**config.mk**
```make
export PLATFORM = sky130hd
export DESIGN_NAME = uart_tx_arbiter
export DESIGN_NICKNAME = d
export VERILOG_FILES = /design/src/rtl/uart_tx_arbiter.sv
export SDC_FILE = /design/constraint.sdc
export NUM_CORES = 1
export LEC_CHECK = 0
export BUFFER_PORTS_ARGS = -buffer_cell sky130_fd_sc_hd__buf_2
export CORE_MARGIN = 8
export CORE_UTILIZATION = 40
export DETAILED_ROUTE_END_ITERATION = 12
export SLEW_MARGIN = 5
export SYNTH_ARGS = -nofsm -noshare
export SYNTH_HDL_FRONTEND = slang
export SYNTH_SLANG_ARGS = --single-unit
```
**constraint.sdc**
```tcl
create_clock -name clk -period 5.42 [get_ports clk]
set_input_delay 0.271 -clock clk [delete_from_list [all_inputs] [get_ports clk]]
set_output_delay 0.271 -clock clk [all_outputs]
set_load 0.02 [all_outputs]
```
**src/rtl/uart_tx_arbiter.sv**
```systemverilog
// uart_tx_arbiter: round-robin, message-locking arbiter sharing one UART transmitter
// between NREQ byte sources, pacing issues with a frame timer.
module uart_tx_arbiter #(
  parameter int NREQ         = 4,
  parameter int BIT_CYCLES   = 434,
  parameter int FRAME_BITS   = 11,
  parameter int HOLD_TIMEOUT = 1024
) (
  input  logic              clk,
  input  logic              reset_n,
  input  logic [NREQ-1:0]   req_valid,
  input  logic [8*NREQ-1:0] req_data,
  input  logic [NREQ-1:0]   req_last,
  output logic [NREQ-1:0]   req_ready,
  output logic              tx_data_valid,
  output logic [7:0]        tx_data,
  output logic [NREQ-1:0]   grant,
  output logic              busy
);
  localparam int PW = $clog2(NREQ);
  localparam int FC_RAW = BIT_CYCLES * FRAME_BITS;
  localparam logic [15:0] FRAME_LOAD = 16'((FC_RAW > 65535 ? 65535 : FC_RAW) - 1);
  localparam logic [15:0] HOLD_LOAD = 16'(HOLD_TIMEOUT - 1);
  typedef enum logic [1:0] {S_IDLE, S_WAIT, S_HOLD} state_t;
  state_t            r_state;
  logic [PW-1:0]     r_ptr, r_owner;
  logic [15:0]       r_frame_cnt, r_hold_cnt;
  logic              r_lock, r_tx_valid, r_busy;
  logic [7:0]        r_tx_data;
  logic [NREQ-1:0]   r_grant;
  logic              w_found, w_take;
  logic [PW-1:0]     w_win, w_sel, w_idx, w_next_ptr;
  logic [NREQ-1:0]   w_win_oh, w_sel_oh;
  // Descending scan so the last hit is the one closest to r_ptr.
  always_comb begin
    w_found = 1'b0;
    w_win = '0;
    w_idx = '0;
    for (int k = NREQ - 1; k >= 0; k--) begin
      w_idx = PW'((int'(r_ptr) + k) % NREQ);
      if (req_valid[w_idx]) begin
        w_found = 1'b1;
        w_win = w_idx;
      end
    end
  end
  assign w_win_oh   = {{(NREQ-1){1'b0}}, 1'b1} << w_win;
  assign w_sel      = (r_state == S_HOLD) ? r_owner : w_win;
  assign w_sel_oh   = {{(NREQ-1){1'b0}}, 1'b1} << w_sel;
  assign w_next_ptr = (r_owner == PW'(NREQ - 1)) ? '0 : r_owner + 1'b1;
  assign req_ready  = !reset_n ? '0 :
                      (r_state == S_IDLE && w_found) ? w_win_oh :
                      (r_state == S_HOLD) ? (r_grant & req_valid) : '0;
  assign w_take        = |(req_valid & req_ready);
  assign tx_data_valid = r_tx_valid;
  assign tx_data       = r_tx_data;
  assign grant         = r_grant;
  assign busy          = r_busy;
  always_ff @(posedge clk or negedge reset_n) begin
    if (!reset_n) begin
      r_state     <= S_IDLE;
      r_ptr       <= '0;
      r_owner     <= '0;
      r_frame_cnt <= '0;
      r_hold_cnt  <= '0;
      r_lock      <= 1'b0;
      r_tx_valid  <= 1'b0;
      r_busy      <= 1'b0;
      r_tx_data   <= 8'h00;
      r_grant     <= '0;
    end else begin
      r_tx_valid <= 1'b0;
      case (r_state)
        S_IDLE, S_HOLD: begin
          if (w_take) begin
            r_tx_data   <= req_data[{w_sel, 3'b000} +: 8];
            r_tx_valid  <= 1'b1;
            r_grant     <= w_sel_oh;
            r_owner     <= w_sel;
            r_lock      <= ~req_last[w_sel];
            r_busy      <= 1'b1;
            r_frame_cnt <= FRAME_LOAD;
            r_state     <= S_WAIT;
          end else if (r_state == S_HOLD) begin
            if (r_hold_cnt == '0) begin
              r_lock  <= 1'b0;
              r_ptr   <= w_next_ptr;
              r_grant <= '0;
              r_state <= S_IDLE;
            end else begin
              r_hold_cnt <= r_hold_cnt - 16'd1;
            end
          end
        end
        S_WAIT: begin
          if (r_frame_cnt == '0) begin
            r_busy <= 1'b0;
            if (r_lock) begin
              r_hold_cnt <= HOLD_LOAD;
              r_state    <= S_HOLD;
            end else begin
              r_ptr   <= w_next_ptr;
              r_grant <= '0;
              r_state <= S_IDLE;
            end
          end else begin
            r_frame_cnt <= r_frame_cnt - 16'd1;
          end
        end
        default: r_state <= S_IDLE;
      endcase
    end
  end
endmodule

```
==> results of run 1 <==
[layer usage]
| layer | global-route usage (%) | vias up |
|---|---|---|
| met1 | 20.5 | 1660 |
| met3 | 2.65 | 8 |
| met2 | 24.8 | 84 |
| met4 | 3.96 | 0 |
| li1 | - | 1622 |
| met5 | 0 | - |
[sequential cells by signal, indices dropped and copies added, names as in the netlist]
register	flops
r_lock	1
r_state	2
r_hold_cnt	16
grant	4
r_ptr	2
busy	1
r_owner	2
tx_data_valid	1
r_frame_cnt	16
tx_data	8
[synthesized netlist by cell type (11+ instances only)]
| library cell | count | area, sq um |
|---|---|---|
| sky130_fd_sc_hd__dfrtp_1 | 53 | 1330 |
| sky130_fd_sc_hd__nor2_1 | 46 | 173 |
| sky130_fd_sc_hd__clkbuf_1 | 15 | 56.3 |
| sky130_fd_sc_hd__o21ai_0 | 14 | 70.1 |
| sky130_fd_sc_hd__nor4b_1 | 11 | 96.3 |
| sky130_fd_sc_hd__nand2_1 | 18 | 67.6 |
| sky130_fd_sc_hd__a21oi_1 | 14 | 70.1 |
| sky130_fd_sc_hd__inv_1 | 17 | 63.8 |
| sky130_fd_sc_hd__nor4_1 | 13 | 81.3 |
| sky130_fd_sc_hd__mux2i_1 | 13 | 130 |
| sky130_fd_sc_hd__nand4_1 | 12 | 75.1 |
| sky130_fd_sc_hd__nor3_1 | 15 | 75.1 |
[stage by stage]
stage	cells	util [%]	worst slack, ps	hold slack [ps]
2_1_floorplan	394	-	2960	-24.6
3_5_place_dp	543	45.3	2480	469
5_1_grt	550	46.6	2230	151
3_3_place_gp	543	45.3	2560	477
4_1_cts	550	46.6	2460	125
6_report	550	46.6	2450	86.8
[worst max path at each step]
| stage | from | end | depth (start not counted) |
|---|---|---|---|
| floorplan | r_hold_cnt[0]$_DFFE_PN0P_ | grant[0]$_DFFE_PN0P_ | 7 |
| global placement | r_state[0]$_DFFE_PN0P_ | r_hold_cnt[5]$_DFFE_PN0P_ | 7 |
| detailed placement | r_state[0]$_DFFE_PN0P_ | r_lock$_DFFE_PN0P_ | 7 |
| CTS | r_state[0]$_DFFE_PN0P_ | r_lock$_DFFE_PN0P_ | 7 |
| global route | r_state[0]$_DFFE_PN0P_ | r_lock$_DFFE_PN0P_ | 7 |
| finish | r_state[0]$_DFFE_PN0P_ | r_lock$_DFFE_PN0P_ | 7 |
[layout make-up]
class                   count  share of cell area, %
clock inverters             2                  0.955
multi-input cells         301                   51.6
inverters                  18                   1.73
clock buffers               5                   1.69
flip-flops and latches     53                   32.7
repair buffers             63                   8.01
well taps                 108                   3.33
[power by group]
group	total [W]	internal, W	switching, W
combinational	0.000932	0.000355	0.000578
sequential	0.000651	0.000519	0.000132
clock	0.000275	0.000137	0.000138
[logic make-up (layout without fill, tap and decap cells)]
group / count (synthesis) / in the layout / synth area share (%)
and+or+nand+nor: 166 / 166 / 26.3
AOI/OAI and AO/OA: 108 / 108 / 23.5
DFF: 53 / 53 / 36.9
buffers and inverters: 40 / 88 / 4.64
muxes: 20 / 20 / 6.24
adders and majority gates: 7 / 7 / 2.44
==> impl_results.md, run 1 <==
* Area of the multi-input gates at approximately 0.0021 sq mm
* Static leakage at 1.66 nW
* Final weighted congestion in routability-driven placement at 0.812
* Effective utilization at floorplan at 41.2%
* Number of distinct library cell variants in the gate-level netlist after synthesis at 69
* TritonCTS buffer count at 5
* Length of routed wiring on met1 at 4500 microns
* Commonest non-fill, non-tap cell in the layout: sky130_fd_sc_hd__buf_2
* Startpoint-to-endpoint class of the critical path: reg -> reg
* Number of enable flip-flop cells after synthesis at 0
* Share of cells above drive strength 1 at around a fifth
* Later-pin clock latency in the skew report at 310 ps
* Hold Buf Count CTS at 0
* Area Growth Syn to Fin at 13.1%
* Number of ports placed on the die boundary at 60
* Drt via density at 6.13
* Cell area after synthesis at around 0.0036 sq mm
* Cell-by-cell listing of the critical path: inv_1, ha_1, nor2_1, o21a_1, nor3_2, mux2i_1, a221o_1
* Proportion of synthesized flip-flops having asynchronous set or reset at 100%
* DR WL/cell at 17.8 microns
* Worst reg2reg setup slack at around 2500 ps
* Most frequently used flop master after synthesis: sky130_fd_sc_hd__dfrtp_1
* Maximum clock insertion buffer count at 2
* Total power at 0.00186 W
* Area of the core region at slightly below 0.009 sq mm
* Required time of the critical path at roughly 5600 ps
* Met2 routed wirelength at 4760 microns
* Max FO, Critical Path at 14
* Number of buffers added on ports at between 50 and 60
* Slowest cell delay on critical path at 970 ps
* Cell Area, Placed at 0.00395 sq mm
* Max-slew violation total from the final report at 0
* Iteration count of the initial detailed-routing pass at 5
* Number of inserted diodes at 0
* Site row count at 34
* Post-synthesis average cell area at 9.11 sq um
* Gate Count Post-Synth at slightly below 400
* Post-detail-place hpwl at 7070 microns
* Number of buffers and inverters on the critical path at 1
* Routed via count at 3374
* Initial detailed-routing violation count at 178
* Path depth of the worst reg2reg path at 7
* Min Clock Period, post-route at 2970 ps
* Critical path data arrival time at 3170 ps
* Post-synthesis net count at 443
* Detailed-route wire length at between 9000 and 10000 microns
* Gate family responsible for the most delay along the worst path: simple AND/OR/NAND/NOR gates
* DIE HEIGHT at 111 microns
* Clock skew after layout at 12.9 ps
* FILL cells at 884
* Count of yosys warnings during synthesis at 0
* Power per standard cell area at about 460 mW/mm^2
* Wire length of the first global-routing pass at 16200 microns
* Clock tree from TritonCTS: built
* Level count of the clock H-tree at 2
* Count of cells resized by post-cts repair at 0
* Routed wire length on met3 at 445 microns
* DRT antenna net count at 0
* Total number of nets in the final design at a little under 500
* Final setup TNS at 0 ps
* Library cell contributing the largest single delay on the critical path: sky130_fd_sc_hd__nor3_2
* Final Cycle Share at 54.8%
* Achievable clock frequency at 337 MHz
* Combined global-route utilization of all metal layers at approximately 15%
* Vias in the first global route at 3271
* Post-CTS setup-driven buffer insertion count at 0
* RR Endpoint: r_lock$_DFFE_PN0P_
* Pin slew with the least headroom to its limit at 1170 ps
* Number of DRC violations after detailed routing at 0
* Fin. Hold Viols at 0
* Number of maximum-capacitance violations at 0
* Worst slew margin relative to its limit at 21.6%
* Sequential element share of the synthesized area at a little under two fifths
* Top library cells by usage in the layout, fill and taps aside: 59 x sky130_fd_sc_hd__buf_2, 53 x sky130_fd_sc_hd__dfrtp_1, 46 x sky130_fd_sc_hd__nor2_1
* Result of the run: finished clean
* Worst r2r src: r_state[0]$_DFFE_PN0P_
* Post-route cell area at ~0.0041 sq mm
* Endpoint kind of the worst setup timing path: register
* Sink Count at 53
* Highest metal layer with signal wires: met4
* Area of the die at roughly 0.012 sq mm
* Clock edge transition at the registers on the reported setup and hold paths at roughly 100 ps
* Worst voltage drop across the vdd grid at 0.000201 V
* Unrepaired setup endpoints after global routing: false
* Sum of overflow across all layers after global routing at 0
* Register area at ~0.0013 sq mm
* Horizontal die dimension at 111 microns
* Root Driver: sky130_fd_sc_hd__clkbuf_8
* FF+latch count, synth at 53
* Final-report setup violation count at 0
* Type of element launching the critical path: register
* Maximum number of pins on one net before global-route repair at 58
* Antenna violations before repair at 0
* Type of the worst min-delay path: in -> async
Power figures use the tool's default switching activity.
==> run 2, diff against run 1 <==
--- a/config.mk
+++ b/config.mk
@@ -5,6 +5,7 @@
 export SDC_FILE = /design/constraint.sdc
 export NUM_CORES = 1
 export LEC_CHECK = 0
+export ABC_AREA = 1
 export BUFFER_PORTS_ARGS = -buffer_cell sky130_fd_sc_hd__buf_2
 export CORE_MARGIN = 8
 export CORE_UTILIZATION = 40
==> constraint.sdc (replaced) <==
create_clock -name clk -period 2.9 [get_ports clk]
set_input_delay 0.145 -clock clk [delete_from_list [all_inputs] [get_ports clk]]
set_output_delay 0.145 -clock clk [all_outputs]
set_load 0.02 [all_outputs]
==> impl_results.md, run 2 <==
* Most frequently used flop master after synthesis: sky130_fd_sc_hd__dfrtp_1
* DRT antenna net count at 0 (unchanged)
* Final weighted congestion in routability-driven placement at 0.808 (-0.60%)
* Area fraction of the dominant cell type after synthesis at 35.8% (-1.2 points)
* Routed via count at 3438 (+1.9%)
* Power per standard cell area at 1200 mW/mm^2 (+160%)
* Area of the die at 0.0126 sq mm (+2.8%)
* Static leakage at 2.19 nW (+32%)
* DIE HEIGHT at 112 microns (+1.4%)
* Total number of nets in the final design at 647 (+32%)
* Final core utilization at 46.1% (-0.50 points)
* Number of enable flip-flop cells after synthesis at 0 (unchanged)
* Initial detailed-routing violation count at 114 (-36%)
* Logic gate share of total power at 64.6% (+14 points)
* Min Clock Period, post-route at 2500 ps (-470 ps)
* Effective utilization at floorplan at 40.7% (-0.48 points)
* Type of the worst min-delay path: in -> async
* Crit path launch: r_ptr[0]$_DFFE_PN0P_
* Fin worst setup slack at 402 ps (-2050 ps)
* TritonCTS buffer count at 5 (unchanged)
* Commonest non-fill, non-tap cell in the layout: sky130_fd_sc_hd__nand2_1
* Unrepaired setup endpoints after global routing: false
* Final Hold Slack at 53.9 ps (-32.9 ps)
* Gate Count Post-Synth at 540 (+37%)
* Post-synthesis average cell area at 6.86 sq um (-25%)
* Number of DRC violations after detailed routing at 0 (unchanged)
* Clock network fraction of design power at 9.7% (-5.1 points)
* Type of element launching the critical path: register
* Horizontal die dimension at 112 microns (+1.4%)
* Required time of the critical path at 3100 ps (-2520 ps)
* Post-CTS setup-driven buffer insertion count at 0 (unchanged)
* Maximum clock insertion buffer count at 2 (unchanged)
* Final setup TNS at 0 ps (unchanged)
* FF+latch count, synth at 53 (unchanged)
* Critical path data arrival time at 2700 ps (-470 ps)
* Worst voltage drop across the vdd grid at 0.000528 V (+160%)
* Number of buffers added on ports at 59 (unchanged)
* Site row count at 35 (+2.9%)
* Fin. Hold Viols at 0 (unchanged)
* Sum of overflow across all layers after global routing at 0 (unchanged)
* Count of placed standard cells including taps at 702 (+29%)
* Wire length of the first global-routing pass at 15300 microns (-5.9%)
* Clock skew after layout at 4.86 ps (-8.06 ps)
* Biggest area contributors in the synthesized netlist: sky130_fd_sc_hd__dfrtp_1 36%, sky130_fd_sc_hd__nand2_1 17%, sky130_fd_sc_hd__nand3_1 7.0%
* DP Worst Slack at 247 ps (-2240 ps)
* Share of cells above drive strength 1 at 20.1% (-0.52 points)
* Number of distinct library cell variants in the gate-level netlist after synthesis at 34 (-51%)
* Iteration count of the initial detailed-routing pass at 4 (-1)
* Number of ports placed on the die boundary at 60 (unchanged)
* Register share of total power at 25.7% (-9.3 points)
* Number of maximum-capacitance violations at 0 (unchanged)
* Clock edge transition at the registers on the reported setup and hold paths at 90 ps (about the same)
* Clock tree from TritonCTS: built
* Vias in the first global route at 3354 (+2.5%)
* DR WL/cell at 12.2 microns (-32%)
* Top cell type by total area after synthesis: sky130_fd_sc_hd__dfrtp_1
* Cell area after synthesis at 0.00371 sq mm (+3.2%)
* Combined global-route utilization of all metal layers at 14.2% (-1.1 points)
* Endpoint kind of the worst setup timing path: register
* Count of yosys warnings during synthesis at 0 (unchanged)
* Post-synthesis net count at 589 (+33%)
* Max FO, Critical Path at 27 (+13)
* Level count of the clock H-tree at 2 (unchanged)
* Top library cells by usage in the layout, fill and taps aside: 169 x sky130_fd_sc_hd__nand2_1, 59 x sky130_fd_sc_hd__nor2_1, 59 x sky130_fd_sc_hd__buf_2
* Final-report setup violation count at 0 (unchanged)
* Most instantiated cells after synthesis: 169 x sky130_fd_sc_hd__nand2_1, 59 x sky130_fd_sc_hd__nor2_1, 53 x sky130_fd_sc_hd__dfrtp_1, 52 x sky130_fd_sc_hd__nand3_1, 49 x sky130_fd_sc_hd__inv_1
* Sequential element share of the synthesized area at 35.8% (-1.2 points)
* Net switching component of the power at 0.00266 W (+210%)
* Drt via density at 4.85 (-21%)
* Area of the core region at 0.00911 sq mm (+4.4%)
* Post-detail-place hpwl at 6680 microns (-5.5%)
* Pin slew with the least headroom to its limit at 682 ps (-488 ps)
* Switching power share of the total at 53.0% (+7.4 points)
* Final Cycle Share at 86.1% (+31 points)
* Final instance count without filler cells at 709 (+29%)
* Worst r2r src: r_ptr[0]$_DFFE_PN0P_
* Number of inserted diodes at 0 (unchanged)
* Internal portion of total power at 0.00237 W (+130%)
* Later-pin clock latency in the skew report at 300 ps (about the same)
* Startpoint-to-endpoint class of the critical path: reg -> reg
* Achievable clock frequency at 400 MHz (+19%)
* Result of the run: finished clean
* Maximum number of pins on one net before global-route repair at 54 (-6.9%)
* Root Driver: sky130_fd_sc_hd__clkbuf_8
* Detailed-route wire length at 8650 microns (-12%)
* Sink Count at 53 (unchanged)
* Worst slew margin relative to its limit at 54.6% (+33 points)
* Area Growth Syn to Fin at 13.2% (about the same)
* Max-slew violation total from the final report at 0 (unchanged)
* Antenna violations before repair at 0 (unchanged)
* Library cell with the highest instance count after synthesis: sky130_fd_sc_hd__nand2_1
* Proportion of synthesized flip-flops having asynchronous set or reset at 100% (unchanged)
[run 2: cell type report]
type	count	area, sq um
Tap cell	111	139
Clock inverter	2	35.0
Timing Repair Buffer	67	355
Sequential cell	53	1330
Inverter	54	204
Fill cell	973	4910
Clock buffer	5	68.8
Multi-Input combinational cell	417	2070
[run 2: what timing repair did]
| item | 4_1_cts | 5_1_grt |
|---|---|---|
| resized for setup | 0 | 2 |
| hold endpoints to repair | 0 | 0 |
| hold buffers | 0 | 0 |
| setup endpoints to repair | 0 | 9 |
[run 2: routing by layer]
| metal | routed length, microns | vias to the layer above | share of wire, % | global-route usage (%) |
|---|---|---|---|---|
| met5 | 0 | - | 0 | 0 |
| met4 | 113 | 0 | 1.3 | 3.78 |
| met2 | 4100 | 39 | 47 | 24.2 |
| met3 | 224 | 9 | 2.6 | 2.47 |
| met1 | 4220 | 1565 | 49 | 18.2 |
| li1 | - | 1825 | - | - |
[run 2: metrics by stage]
stage	total power, W	area (sq um)
2_1_floorplan	0.00394	3710
3_3_place_gp	0.00454	4090
3_5_place_dp	0.00458	4090
4_1_cts	0.00508	4190
5_1_grt	0.00560	4200
6_report	0.00503	4200
[run 2: worst max-delay path, stage by stage (launching register included)]
cell and delay, ps:
sky130_fd_sc_hd__dfrtp_2 520, sky130_fd_sc_hd__inv_2 100, sky130_fd_sc_hd__nand2_1 110, sky130_fd_sc_hd__nand3_1 100, sky130_fd_sc_hd__nand2_1 70, sky130_fd_sc_hd__inv_1 50
sky130_fd_sc_hd__o21bai_1 170, sky130_fd_sc_hd__nand2_2 100, sky130_fd_sc_hd__nand3_1 90, sky130_fd_sc_hd__nand2_1 60, sky130_fd_sc_hd__nand2_2 80, sky130_fd_sc_hd__nand2_4 70
sky130_fd_sc_hd__nor2_8 170, sky130_fd_sc_hd__buf_4 310, sky130_fd_sc_hd__nand2_1 80, sky130_fd_sc_hd__nand2_1 110, sky130_fd_sc_hd__nand2_1 80, sky130_fd_sc_hd__nand2_1 60
sky130_fd_sc_hd__nand2_1 40
[run 2: path summary, 6_finish.rpt]
kind,slack (ps),end,cells after the start
max in group asynchronous,2350,r_ptr[0]$_DFFE_PN0P_,2
worst max-delay path,400,r_ptr[0]$_DFFE_PN0P_,18
worst min register to register,490,tx_data[5]$_DFFE_PN0P_,2
min in group clk,110,tx_data[2]$_DFFE_PN0P_,3
worst max register to register,400,r_ptr[0]$_DFFE_PN0P_,18
worst min-delay path,50,r_hold_cnt[1]$_DFFE_PN0P_,2
[run 2: kinds of logic (layout without fill, tap and decap cells)]
| family | Yosys count | in the layout | share of synthesized area [%] |
|---|---|---|---|
| buffers and inverters | 70 | 128 | 8.44 |
| flip-flops | 53 | 53 | 35.8 |
| AND/OR/NAND/NOR | 341 | 341 | 41.8 |
| XOR/XNOR | 18 | 18 | 4.25 |
| AO/OA/AOI/OAI | 51 | 51 | 7.39 |
| adder cells (fa/ha/maj) | 7 | 7 | 2.36 |
[run 2: power by group through the flow]
stage / Sequential [W] / Clock [W] / Combinational, W
4_1_cts: 0.00130 / 0.000502 / 0.00328
6_report: 0.00130 / 0.000487 / 0.00325
5_1_grt: 0.00134 / 0.000535 / 0.00372
3_5_place_dp: 0.00131 / 0 / 0.00327
3_3_place_gp: 0.00130 / 0 / 0.00324
2_1_floorplan: 0.00133 / 0 / 0.00261
==> run 3, diff against run 2 <==
--- a/config.mk
+++ b/config.mk
@@ -7,9 +7,9 @@
 export LEC_CHECK = 0
 export ABC_AREA = 1
 export BUFFER_PORTS_ARGS = -buffer_cell sky130_fd_sc_hd__buf_2
-export CORE_MARGIN = 8
 export CORE_UTILIZATION = 40
 export DETAILED_ROUTE_END_ITERATION = 12
+export REMOVE_ABC_BUFFERS = 1
 export SLEW_MARGIN = 5
 export SYNTH_ARGS = -nofsm -noshare
 export SYNTH_HDL_FRONTEND = slang
==> impl_results.md, run 3 (same netlist as run 2, synthesis figures left out) <==
* Result of the run: complete, but fails checks
* Violations in the final reports: design-rule violations
* Clock tree from TritonCTS: built
* Number of ports placed on the die boundary at 60 (unchanged)
* Total power at 0.00517 W (+2.7%)
* Total number of nets in the final design at 648 (+0.15%)
* Pin slew with the least headroom to its limit at 674 ps (-7.81 ps)
* Post-detail-place hpwl at 6270 microns (-6.2%)
* Final core utilization at 47.8% (+1.8 points)
* Min Clock Period, post-route at 2490 ps (-10.4 ps)
* Wire length of the first global-routing pass at 14500 microns (-5.2%)
* Max-slew violation total from the final report at 0 (unchanged)
* Hold Buf Count CTS at 0 (unchanged)
* Commonest non-fill, non-tap cell in the layout: sky130_fd_sc_hd__nand2_1
* Root Driver: sky130_fd_sc_hd__clkbuf_8
* Site row count at 34 (-2.9%)
* Number of inserted diodes at 0 (unchanged)
* Post-CTS setup-driven buffer insertion count at 0 (unchanged)
* TritonCTS buffer count at 5 (unchanged)
* Area of the die at 0.00965 sq mm (-23%)
* Detailed-route wire length at 8440 microns (-2.5%)
* Unrepaired setup endpoints after global routing: false
* Final setup TNS at 0 ps (unchanged)
* Maximum number of pins on one net before global-route repair at 54 (unchanged)
* DIE HEIGHT at 98.3 microns (-12%)
* Sum of overflow across all layers after global routing at 0 (unchanged)
* Fin. Hold Viols at 0 (unchanged)
* Max FO, Critical Path at 23 (-15%)
* Drt via density at 4.84 (about the same)
* Maximum clock insertion buffer count at 2 (unchanged)
* Effective utilization at floorplan at 41.9% (+1.2 points)
* Horizontal die dimension at 98.3 microns (-12%)
* Endpoint kind of the worst setup timing path: register
* Sink Count at 53 (unchanged)
* Type of the worst min-delay path: in -> async
* Number of maximum-capacitance violations at 0 (unchanged)
* Number of buffers added on ports at 59 (unchanged)
* Cell-by-cell listing of the critical path: inv_1, ha_1, inv_1, nor2_1, nand3b_1, nor3_1, nor2_1, inv_2, nand3_1, a21oi_1, nand2_4, inv_2, o21ai_0, o21ai_0
* Routed via count at 3430 (-0.23%)
* Required time of the critical path at 3140 ps (+40 ps)
* Worst voltage drop across the vdd grid at 0.000637 V (+21%)
* FILL cells at 902 (-7.3%)
* Vias in the first global route at 3236 (-3.5%)
* Startpoint-to-endpoint class of the critical path: reg -> reg
* Final Hold Slack at 24.3 ps (-29.6 ps)
* Clock skew after layout at 10.8 ps (+5.89 ps)
* Area Growth Syn to Fin at 14.2%
* Initial detailed-routing violation count at 130 (+14%)
* DR WL/cell at 11.9 microns (-2.3%)
* Clock edge transition at the registers on the reported setup and hold paths at 100 ps (about the same)
* Critical path data arrival time at 2730 ps (+30 ps)
* Iteration count of the initial detailed-routing pass at 8 (+4)
* Share of cells above drive strength 1 at 20.3% (+0.27 points)
* Type of element launching the critical path: register
* Final-report setup violation count at 0 (unchanged)
* Later-pin clock latency in the skew report at 310 ps (about the same)
* Static leakage at 2.21 nW (+0.95%)
* Post-route cell area at 0.00423 sq mm (+0.86%)
* Cell Area, Placed at 0.00409 sq mm (about the same)
* Combined global-route utilization of all metal layers at 18.1% (+3.9 points)
* Power per standard cell area at 1220 mW/mm^2 (+1.9%)
* Level count of the clock H-tree at 2 (unchanged)
* Area of the core region at 0.00885 sq mm (-2.9%)
* Achievable clock frequency at 402 MHz (+0.42%)
* Worst slew margin relative to its limit at 55.1% (+0.52 points)
* Number of DRC violations after detailed routing at 1 (+1)
* Final weighted congestion in routability-driven placement at 0.847 (+4.9%)
* Library cell contributing the largest single delay on the critical path: sky130_fd_sc_hd__dfrtp_1
* Final Cycle Share at 85.8% (-0.36 points)
* Slowest cell delay on critical path at 410 ps (-110 ps)
* Antenna violations before repair at 0 (unchanged)
* Top library cells by usage in the layout, fill and taps aside: 169 x sky130_fd_sc_hd__nand2_1, 59 x sky130_fd_sc_hd__nor2_1, 59 x sky130_fd_sc_hd__buf_2
* DRT antenna net count at 0 (unchanged)
[run 3: layer usage]
| metal | vias to the layer above | GRT usage, % | part of all wire [%] |
|---|---|---|---|
| li1 | 1824 | - | - |
| met1 | 1556 | 24.7 | 48 |
| met2 | 44 | 30.1 | 48 |
| met3 | 6 | 2.65 | 2.9 |
| met4 | 0 | 4.94 | 0.86 |
| met5 | - | 0 | 0 |
[run 3: path summary, 6_finish.rpt]
kind | startpoint | endpoint | slack, ps | cells after the start
worst max register to register | r_frame_cnt[0]$_DFFE_PN0P_ | r_hold_cnt[0]$_DFFE_PN0P_ | 410 | 14
worst max-delay path | r_frame_cnt[0]$_DFFE_PN0P_ | r_hold_cnt[0]$_DFFE_PN0P_ | 410 | 14
max in group asynchronous | reset_n | r_ptr[0]$_DFFE_PN0P_ | 2370 | 2
worst min register to register | tx_data[4]$_DFFE_PN0P_ | tx_data[4]$_DFFE_PN0P_ | 480 | 2
worst min-delay path | reset_n | r_frame_cnt[1]$_DFFE_PN0P_ | 20 | 2
min in group clk | req_data[31] | tx_data[7]$_DFFE_PN0P_ | 90 | 3
[run 3: layout make-up]
cell class	instances	area [sq um]	area share [%]
Sequential cell	53	1330	31.4
Inverter	54	203	4.79
Clock inverter	3	68.8	1.63
Tap cell	108	135	3.19
Multi-Input combinational cell	417	2070	48.8
Clock buffer	5	68.8	1.63
Timing Repair Buffer	68	363	8.57
[run 3: power by group]
part           internal (W)  switching (W)
Combinational       0.00108        0.00219
Sequential          0.00104       0.000260
Clock              0.000348       0.000257
Total               0.00246        0.00271
[run 3: worst max-delay path: cells and delay by family, from the launching register on]
kind,cells,cell delay [ps]
AND/OR/NAND/NOR,6,800
flip-flops,1,410
AO/OA/AOI/OAI,3,420
buffers and inverters,4,590
adder cells (fa/ha/maj),1,180
[run 3: what timing repair did]
| action | CTS | global route |
|---|---|---|
| endpoints found under the setup margin | 0 | 6 |
| endpoints found under the hold margin | 0 | 0 |
| resized for setup | 0 | 1 |
[run 3: through the flow]
stage          setup slack (ps)  cells
2_1_floorplan               434    524
3_3_place_gp                401    700
3_5_place_dp                285    700
4_1_cts                     260    708
5_1_grt                     108    708
6_report                    413    708
